==> config.mk <==
export PLATFORM = sky130hd
export DESIGN_NAME = scene_sequencer_flat
export DESIGN_NICKNAME = d
export VERILOG_FILES = /design/src/rtl/scene_sequencer_if.sv /design/src/rtl/scene_sequencer.sv /design/src/flat_wrapper.sv
export SDC_FILE = /design/constraint.sdc
export NUM_CORES = 1
export LEC_CHECK = 0
export ABC_AREA = 0
export CORE_ASPECT_RATIO = 0.7
export CORE_MARGIN = 1.5
export CORE_UTILIZATION = 52
export DETAILED_ROUTE_END_ITERATION = 10
export PLACE_DENSITY_LB_ADDON = 0.05
export SYNTH_ARGS = -nofsm -noshare
export SYNTH_HDL_FRONTEND = slang
export SYNTH_SLANG_ARGS = --single-unit
==> constraint.sdc <==
create_clock -name clk -period 3.27 [get_ports clk]
set_input_delay 0.4905 -clock clk [delete_from_list [all_inputs] [get_ports clk]]
set_output_delay 0.4905 -clock clk [all_outputs]
set_load 0.02 [all_outputs]
==> src/rtl/scene_sequencer_if.sv <==
// Control bundle between the VGA timing side and the graphics engine.
// The master drives v_sync/pause/skip; the sequencer (slave) drives the
// scene state and layer controls back.
interface scene_sequencer_if #(
  parameter int CTR_W = 10
);
  logic             v_sync;
  logic             pause;
  logic             skip;
  logic             frame_tick;
  logic [1:0]       scene;
  logic [CTR_W-1:0] anim_ctr;
  logic             overlay_en;
  logic             sine_en;
  logic             sine_bg_en;
  logic [1:0]       fade_level;

  modport master (
    output v_sync, pause, skip,
    input  frame_tick, scene, anim_ctr, overlay_en, sine_en, sine_bg_en, fade_level
  );

  modport slave (
    input  v_sync, pause, skip,
    output frame_tick, scene, anim_ctr, overlay_en, sine_en, sine_bg_en, fade_level
  );
endinterface

==> src/rtl/scene_sequencer.sv <==
// Frame-rate scene sequencer: counts frames from v_sync rising edges, steps
// INTRO -> SCROLL -> FADE -> BLANK -> INTRO and drives the render controls
// (animation counter, layer enables, fade level) as registered outputs.
module scene_sequencer #(
  parameter int INTRO_FRAMES  = 120,
  parameter int SCROLL_FRAMES = 600,
  parameter int FADE_STEP     = 16,
  parameter int BLANK_FRAMES  = 30,
  parameter int CTR_W         = 10
) (
  input  logic               clk,
  input  logic               rst,
  scene_sequencer_if.slave   bus
);

  typedef enum logic [1:0] {
    INTRO  = 2'd0,
    SCROLL = 2'd1,
    FADE   = 2'd2,
    BLANK  = 2'd3
  } scene_t;

  // Last dwell value of each scene; dwell resets to 0 on every scene change.
  localparam logic [9:0] LAST_INTRO  = 10'(INTRO_FRAMES - 1);
  localparam logic [9:0] LAST_SCROLL = 10'(SCROLL_FRAMES - 1);
  localparam logic [9:0] LAST_FADE   = 10'(4 * FADE_STEP - 1);
  localparam logic [9:0] LAST_BLANK  = 10'(BLANK_FRAMES - 1);

  // Fade level thresholds: level drops by one every FADE_STEP frames.
  localparam logic [9:0] FADE_T1 = 10'(FADE_STEP);
  localparam logic [9:0] FADE_T2 = 10'(2 * FADE_STEP);
  localparam logic [9:0] FADE_T3 = 10'(3 * FADE_STEP);

  scene_t           scene_reg, scene_next;
  logic [9:0]       dwell_reg, dwell_next;
  logic [CTR_W-1:0] anim_reg, anim_next;
  logic             v_sync_q_reg;
  logic             frame_tick_reg;
  logic             overlay_reg, overlay_next;
  logic             sine_reg, sine_next;
  logic             sine_bg_reg, sine_bg_next;
  logic [1:0]       fade_reg, fade_next;

  logic             tick;
  logic             count_en;
  logic [9:0]       dwell_last;

  assign tick     = bus.v_sync & ~v_sync_q_reg;
  assign count_en = tick & ~bus.pause;

  // Dwell length of the current scene, as its final dwell value.
  always_comb begin
    dwell_last = LAST_INTRO;
    case (scene_reg)
      INTRO:   dwell_last = LAST_INTRO;
      SCROLL:  dwell_last = LAST_SCROLL;
      FADE:    dwell_last = LAST_FADE;
      BLANK:   dwell_last = LAST_BLANK;
      default: dwell_last = LAST_INTRO;
    endcase
  end

  // Next scene/dwell/counter; skip takes priority so only one step per edge,
  // while anim_ctr always follows the pre-edge scene.
  always_comb begin
    scene_next = scene_reg;
    dwell_next = dwell_reg;
    anim_next  = anim_reg;

    if (bus.skip) begin
      scene_next = scene_t'(scene_reg + 2'd1);
      dwell_next = 10'd0;
    end else if (count_en) begin
      if (dwell_reg == dwell_last) begin
        scene_next = scene_t'(scene_reg + 2'd1);
        dwell_next = 10'd0;
      end else begin
        dwell_next = dwell_reg + 10'd1;
      end
    end

    if (count_en && (scene_reg == SCROLL || scene_reg == FADE)) begin
      anim_next = anim_reg + CTR_W'(1);
    end
  end

  // Layer controls derived from the next state so they move with scene.
  always_comb begin
    overlay_next = 1'b1;
    sine_next    = 1'b0;
    sine_bg_next = 1'b0;
    fade_next    = 2'd3;
    case (scene_next)
      INTRO: begin
        overlay_next = 1'b1;
        fade_next    = 2'd3;
      end
      SCROLL: begin
        overlay_next = 1'b0;
        sine_next    = 1'b1;
        sine_bg_next = 1'b1;
        fade_next    = 2'd3;
      end
      FADE: begin
        overlay_next = 1'b0;
        sine_next    = 1'b1;
        sine_bg_next = 1'b1;
        if (dwell_next < FADE_T1)      fade_next = 2'd3;
        else if (dwell_next < FADE_T2) fade_next = 2'd2;
        else if (dwell_next < FADE_T3) fade_next = 2'd1;
        else                           fade_next = 2'd0;
      end
      BLANK: begin
        overlay_next = 1'b0;
        fade_next    = 2'd0;
      end
      default: begin
        overlay_next = 1'b1;
        fade_next    = 2'd3;
      end
    endcase
  end

  // State and output registers; v_sync_q resets high so a v_sync already
  // high at reset release does not count as a frame.
  always_ff @(posedge clk) begin
    if (rst) begin
      scene_reg      <= INTRO;
      dwell_reg      <= 10'd0;
      anim_reg       <= '0;
      v_sync_q_reg   <= 1'b1;
      frame_tick_reg <= 1'b0;
      overlay_reg    <= 1'b1;
      sine_reg       <= 1'b0;
      sine_bg_reg    <= 1'b0;
      fade_reg       <= 2'd3;
    end else begin
      scene_reg      <= scene_next;
      dwell_reg      <= dwell_next;
      anim_reg       <= anim_next;
      v_sync_q_reg   <= bus.v_sync;
      frame_tick_reg <= tick;
      overlay_reg    <= overlay_next;
      sine_reg       <= sine_next;
      sine_bg_reg    <= sine_bg_next;
      fade_reg       <= fade_next;
    end
  end

  assign bus.frame_tick = frame_tick_reg;
  assign bus.scene      = scene_reg;
  assign bus.anim_ctr   = anim_reg;
  assign bus.overlay_en = overlay_reg;
  assign bus.sine_en    = sine_reg;
  assign bus.sine_bg_en = sine_bg_reg;
  assign bus.fade_level = fade_reg;

endmodule
==> src/flat_wrapper.sv <==
// flat-port wrapper written by rule: the top's interface ports become plain ports
module scene_sequencer_flat 
#(
  parameter int INTRO_FRAMES  = 120,
  parameter int SCROLL_FRAMES = 600,
  parameter int FADE_STEP     = 16,
  parameter int BLANK_FRAMES  = 30,
  parameter int CTR_W         = 10
)
  (clk, rst, bus_v_sync, bus_pause, bus_skip, bus_frame_tick, bus_scene, bus_anim_ctr, bus_overlay_en, bus_sine_en, bus_sine_bg_en, bus_fade_level);
  scene_sequencer_if #(.CTR_W(CTR_W)) bus_i ();
  input  logic clk;
  input  logic rst;
  input wire logic [$bits(bus_i.v_sync)-1:0] bus_v_sync;
  input wire logic [$bits(bus_i.pause)-1:0] bus_pause;
  input wire logic [$bits(bus_i.skip)-1:0] bus_skip;
  output wire logic [$bits(bus_i.frame_tick)-1:0] bus_frame_tick;
  output wire logic [$bits(bus_i.scene)-1:0] bus_scene;
  output wire logic [$bits(bus_i.anim_ctr)-1:0] bus_anim_ctr;
  output wire logic [$bits(bus_i.overlay_en)-1:0] bus_overlay_en;
  output wire logic [$bits(bus_i.sine_en)-1:0] bus_sine_en;
  output wire logic [$bits(bus_i.sine_bg_en)-1:0] bus_sine_bg_en;
  output wire logic [$bits(bus_i.fade_level)-1:0] bus_fade_level;
  assign bus_i.v_sync = bus_v_sync;
  assign bus_i.pause = bus_pause;
  assign bus_i.skip = bus_skip;
  assign bus_frame_tick = bus_i.frame_tick;
  assign bus_scene = bus_i.scene;
  assign bus_anim_ctr = bus_i.anim_ctr;
  assign bus_overlay_en = bus_i.overlay_en;
  assign bus_sine_en = bus_i.sine_en;
  assign bus_sine_bg_en = bus_i.sine_bg_en;
  assign bus_fade_level = bus_i.fade_level;
  scene_sequencer #(.INTRO_FRAMES(INTRO_FRAMES), .SCROLL_FRAMES(SCROLL_FRAMES), .FADE_STEP(FADE_STEP), .BLANK_FRAMES(BLANK_FRAMES), .CTR_W(CTR_W)) u_core (.clk(clk), .rst(rst), .bus(bus_i));
endmodule
; ---- Word level (Yosys, flattened, before mapping)
; Index checks and enable logic that the tools add are counted.
[word_totals]
regBits = 28
inputBits = 5
[op_classes]
reduce_logical = 7
eq_ne = 7
bitwise = 4
magnitude_cmp = 3
add_sub_neg = 3
mux = 13
[op_table]
columns = operator, n
row1 = 10-bit one-hot mux with 4 select lines, 1
row2 = 10-bit 2-to-1 mux, 3
row3 = "10-bit by 1-bit adder with 10-bit output, second input constant", 2
row4 = "10-bit by 6-bit < comparator with 1-bit output, second input constant", 2
row5 = 10-bit == test, 1
row6 = "10-bit by 5-bit < comparator with 1-bit output, second input constant", 1
row7 = 2-bit 2-to-1 mux, 5
row8 = "2-bit == test, second input constant", 4
row9 = 2-bit one-hot mux with 3 select lines, 1
row10 = "2-bit by 1-bit == test with 1-bit output, second input constant", 2
row11 = 2-bit logical NOT, 2
row12 = 2-bit OR reduction, 2
row13 = 3-bit OR reduction, 1
row14 = "2-bit by 1-bit adder with 2-bit output, second input constant", 1
row15 = 1-bit bitwise AND, 2
row16 = 1-bit 2-to-1 mux, 2
row17 = 1-bit inverter, 2
row18 = 1-bit one-hot mux with 2 select lines, 1
row19 = 1-bit logical AND, 1
row20 = 1-bit logical OR, 1

; ---- Depth between registers and ports, before layout
[depth]
word_depth = 11
depth_mapped = 10

; ---- Least setup slack after synthesis
; OpenSTA, ideal clock, no wires.
[synth_path]
kind = register to register
from = reg u_core.scene_reg[0], in the netlist u_core.bus.scene[0]
to = reg u_core.fade_reg[1], in the netlist u_core.bus.fade_level[1]
required_time_ps = 3150
path_slack_ps = 715
path_buffers = 0
arrival_time_ps = 2436
stages_incl_launch_ff = 10
path_cell_list = dfxtp_1 inv_1 ha_1 or3_1 a22oi_1 a41oi_2 xnor2_1 ha_1 nor2_1 a211o_1
[synth_between]
elab_chain_cells = 10
[synth_rtl]
columns = element, line_no
row1 = "start, declared", scene_sequencer.sv:34  ; scene_t scene_reg, scene_next;
row2 = "start signal, assigned", scene_sequencer.sv:138  ; scene_reg <= scene_next;
row3 = "2-bit == test, or another cell as far along", scene_sequencer.sv:54  ; case (scene_reg)
row4 = 10-bit one-hot mux with 4 select lines, scene_sequencer.sv:54
row5 = 10-bit == test, scene_sequencer.sv:74  ; if (dwell_reg == dwell_last) begin
row6 = 10-bit 2-to-1 mux, scene_sequencer.sv:74
row7 = 10-bit 2-to-1 mux, scene_sequencer.sv:73  ; end else if (count_en) begin
row8 = 10-bit 2-to-1 mux, scene_sequencer.sv:70  ; if (bus.skip) begin
row9 = 10-bit by 6-bit < comparator with 1-bit output, scene_sequencer.sv:109  ; else if (dwell_next < FADE_T2) fade_next = 2'd2;
row10 = 2-bit 2-to-1 mux, scene_sequencer.sv:109
row11 = 2-bit 2-to-1 mux, scene_sequencer.sv:108  ; if (dwell_next < FADE_T1) fade_next = 2'd3;
row12 = 2-bit one-hot mux with 3 select lines *, scene_sequencer.sv:93  ; case (scene_next)
row13 = "end signal, assigned", scene_sequencer.sv:146  ; fade_reg <= fade_next;
row14 = "end, declared", scene_sequencer.sv:42  ; logic [1:0] fade_reg, fade_next;
; Every way passes the cells marked *; elsewhere a longest branch is shown, timed or not. The select of a mux whose other input is x is not followed.
; A chain may end at the register's enable or synchronous reset.

; ---- Final worst setup path
[layout_path]
from = reg u_core.scene_reg[0], in the netlist u_core.bus.scene[0]
to = reg u_core.fade_reg[0], in the netlist u_core.bus.fade_level[0]
[layout_lines]
columns = element, line_no
row1 = "2-bit == test, or another cell as far along", scene_sequencer.sv:54
row2 = 10-bit one-hot mux with 4 select lines, scene_sequencer.sv:54
row3 = 10-bit == test, scene_sequencer.sv:74
row4 = 2-bit 2-to-1 mux, scene_sequencer.sv:74
row5 = 2-bit 2-to-1 mux, scene_sequencer.sv:73
row6 = 2-bit 2-to-1 mux *, scene_sequencer.sv:70
row7 = named net u_core.scene_next[1], scene_sequencer.sv:34
row8 = 2-bit by 1-bit == test with 1-bit output or 2-bit logical NOT (tied branches), scene_sequencer.sv:93
row9 = 2-bit OR reduction (no line), -
row10 = 2-bit one-hot mux with 3 select lines *, scene_sequencer.sv:93
; Mark *: on every way through the listed nets, which the timed path passes. The rest lies on a longest branch. The select of a mux whose other input is x is not followed.

==> metrics <==
crit end category=register; status=finished, final reports clean; post-route setup TNS=0 ns; worst-margin pin slew=0.735 ns; port bufs=22; Main synth FF type=dfxtp_1; Pwr per Cell Area=425 nW/um2; clock latency on the worst-skew pair=0.28 ns; CTS Buf Count=3; Overall Global Routing Usage=20.9%; post-synth top area share=41.0%; worst hold margin=0.504 ns; final setup fails=0; fraction of the yosys area taken by sequential cells=41.0%; commonest non-fill, non-tap cell in the layout=dfxtp_1; Netlist cell types=38; WL/cell=14.0 um; logic depth of the worst register-to-register path=10; Hold Violations, Final=0; worst reg2reg path endpoint=u_core.bus.fade_level[0]; CTS resizes=0; CP max stage delay=0.41 ns; Synth area leaders=dfxtp_1, ha_1, xor2_1, nor2_1, xnor2_1; Root Driver=clkbuf_8; flop2flop setup slack=0.43 ns; share of layout cells above drive strength 1=6.94%; Hold EP=u_core.bus.frame_tick; Post-CTS Hold Buffers=0; Fill cells=209; post-synthesis register bit count=28; die height=45.9 um; worst flop-to-flop path startpoint=u_core.bus.scene[0]; first drt pass iteration count=5; IO Count=23; ant diodes=0; Post-synth ARST share=0%; Layout Nets=188; Starting Density=55.3%; GP Congestion=0.929; syn_area_per_cell=9.13 um2; clk slew on worst S/H paths=0.10 ns; DRT antenna net count=0; CP cell instances=inv_1 > ha_1 > or3_1 > a22oi_1 > a41oi_2 > mux2i_1 > inv_1 > ha_1 > nand2b_1 > a21o_1; die area=2950 um2; Yosys top cell by area=dfxtp_1; HP Class=reg -> reg; largest net degree at the start of global routing=21; CTS tree=built; Mapped Nets=164; CP Launch Type=register; 1st-iter DRT viols=42; vias in the first global route=992; max cap viols=0; Tcrit/Tclk final=86.9%; Clock Sink Count=28; Hold Path Depth=1; Final min period=2.84 ns; floorplan core area=2480 um2; post-synthesis cell count=150; crit path DAT=3.02 ns; crit-path max FO=5; Final Slew Violations=0; vias per cell=5.42; Cell Rows=15; Setup Buffers After CTS=0; Rel. slew slack=50.8%; hpwl dp=2.13 mm; clock skew=0.00921 ns; Max clock buf depth=2; Residual DRC=0; Critical-path top delay cell=dfxtp_1; initial antenna violation count=0; crit path kind=reg -> reg; die width=64.3 um; most frequent cells in the layout=dfxtp_1, clkdlybuf4s50_1, nor2_1; total routed wirelength=2.90 mm; VDD IR max=0.295 mV; H-tree Lvls=1; area of the mapped netlist=1370 um2; RSZ-0062 raised after global routing=false; first-pass GRT wire length=4.56 mm; Hold Startpoint=u_core.v_sync_q_reg; Warnings, synthesis=0; EDFF count, synth=0; WP data required=3.45 ns; total number of vias=1122; Syn-to-layout area delta=23.6%; P_leak=0.621 nW; maximum clock rate=0.352 GHz; global route total overflow=0
report_power, final:
part / switching, mW / total (mW) / internal [mW]
clock network: 0.108 / 0.272 / 0.164
logic: 0.0471 / 0.0895 / 0.0423
registers: 0.00687 / 0.358 / 0.351
cell families after synthesis:
family / synth area share [%]
XOR/XNOR: 11.5
multiplexers: 1.46
flip-flops: 41.0
buffers and inverters: 2.47
adder cells (fa/ha/maj): 8.23
AND/OR/NAND/NOR: 26.5
AO/OA/AOI/OAI: 8.87
cells in the mapped netlist, types with 3 or more instances:
library cell / count
or3_1: 4
ha_1: 9
nor2_1: 21
nand4_1: 6
nand2_1: 12
a21oi_1: 4
nor3_1: 3
nor2b_1: 3
o21ai_0: 4
dfxtp_1: 28
inv_1: 4
xnor2_1: 8
xor2_1: 10
nor4_1: 3
layout make-up:
cell class,count,area [um2],share of cell area (%)
clock buffers,3,41.3,2.44
clock inverters,1,30.0,1.78
inverters,4,15.0,0.888
multi-input cells,114,774,45.8
flip-flops and latches,28,561,33.1
well taps,34,42.5,2.51
repair buffers,23,228,13.5
metal layers:
layer / wire [um] / global-route usage (%) / share of wire, % / vias up
li1: - / - / - / 566
met1: 1390 / 26.2 / 48 / 513
met2: 1310 / 34.6 / 45 / 39
met3: 183 / 7.92 / 6.3 / 4
met4: 22 / 5.11 / 0.76 / 0
met5: 0 / 0 / 0 / -
critical path, delay by kind of cell, from the launching register on:
kind	cells	cell delay (ns)
buffers and inverters	2	0.22
adders and majority gates	2	0.47
DFF	1	0.41
muxes	1	0.36
and+or+nand+nor	2	0.51
AOI/OAI and AO/OA	3	0.78
worst max path at each step:
| stage | startpoint | end | slack (ns) | cells past startpoint |
|---|---|---|---|---|
| floorplan | u_core.bus.scene[0] | u_core.bus.fade_level[1] | 0.71 | 9 |
| global placement | bus_v_sync | u_core.bus.fade_level[1] | 0.49 | 7 |
| detailed placement | bus_v_sync | u_core.bus.fade_level[1] | 0.40 | 7 |
| CTS | u_core.bus.scene[1] | u_core.bus.fade_level[0] | 0.51 | 10 |
| global route | u_core.bus.scene[1] | u_core.bus.fade_level[0] | 0.27 | 10 |
| finish | u_core.bus.scene[0] | u_core.bus.fade_level[0] | 0.43 | 10 |
through the flow:
stage | util [%] | setup slack, ns | cell area, um2 | std cells | power [mW]
6_report | 68.3 | 0.427 | 1690 | 207 | 0.719
2_1_floorplan | - | 0.715 | 1370 | 150 | 0.420
3_3_place_gp | 65.4 | 0.487 | 1620 | 203 | 0.451
4_1_cts | 68.3 | 0.513 | 1690 | 207 | 0.725
3_5_place_dp | 65.4 | 0.400 | 1620 | 203 | 0.455
5_1_grt | 68.3 | 0.269 | 1690 | 207 | 0.746
No activity file was read; power rests on OpenSTA's default activity.
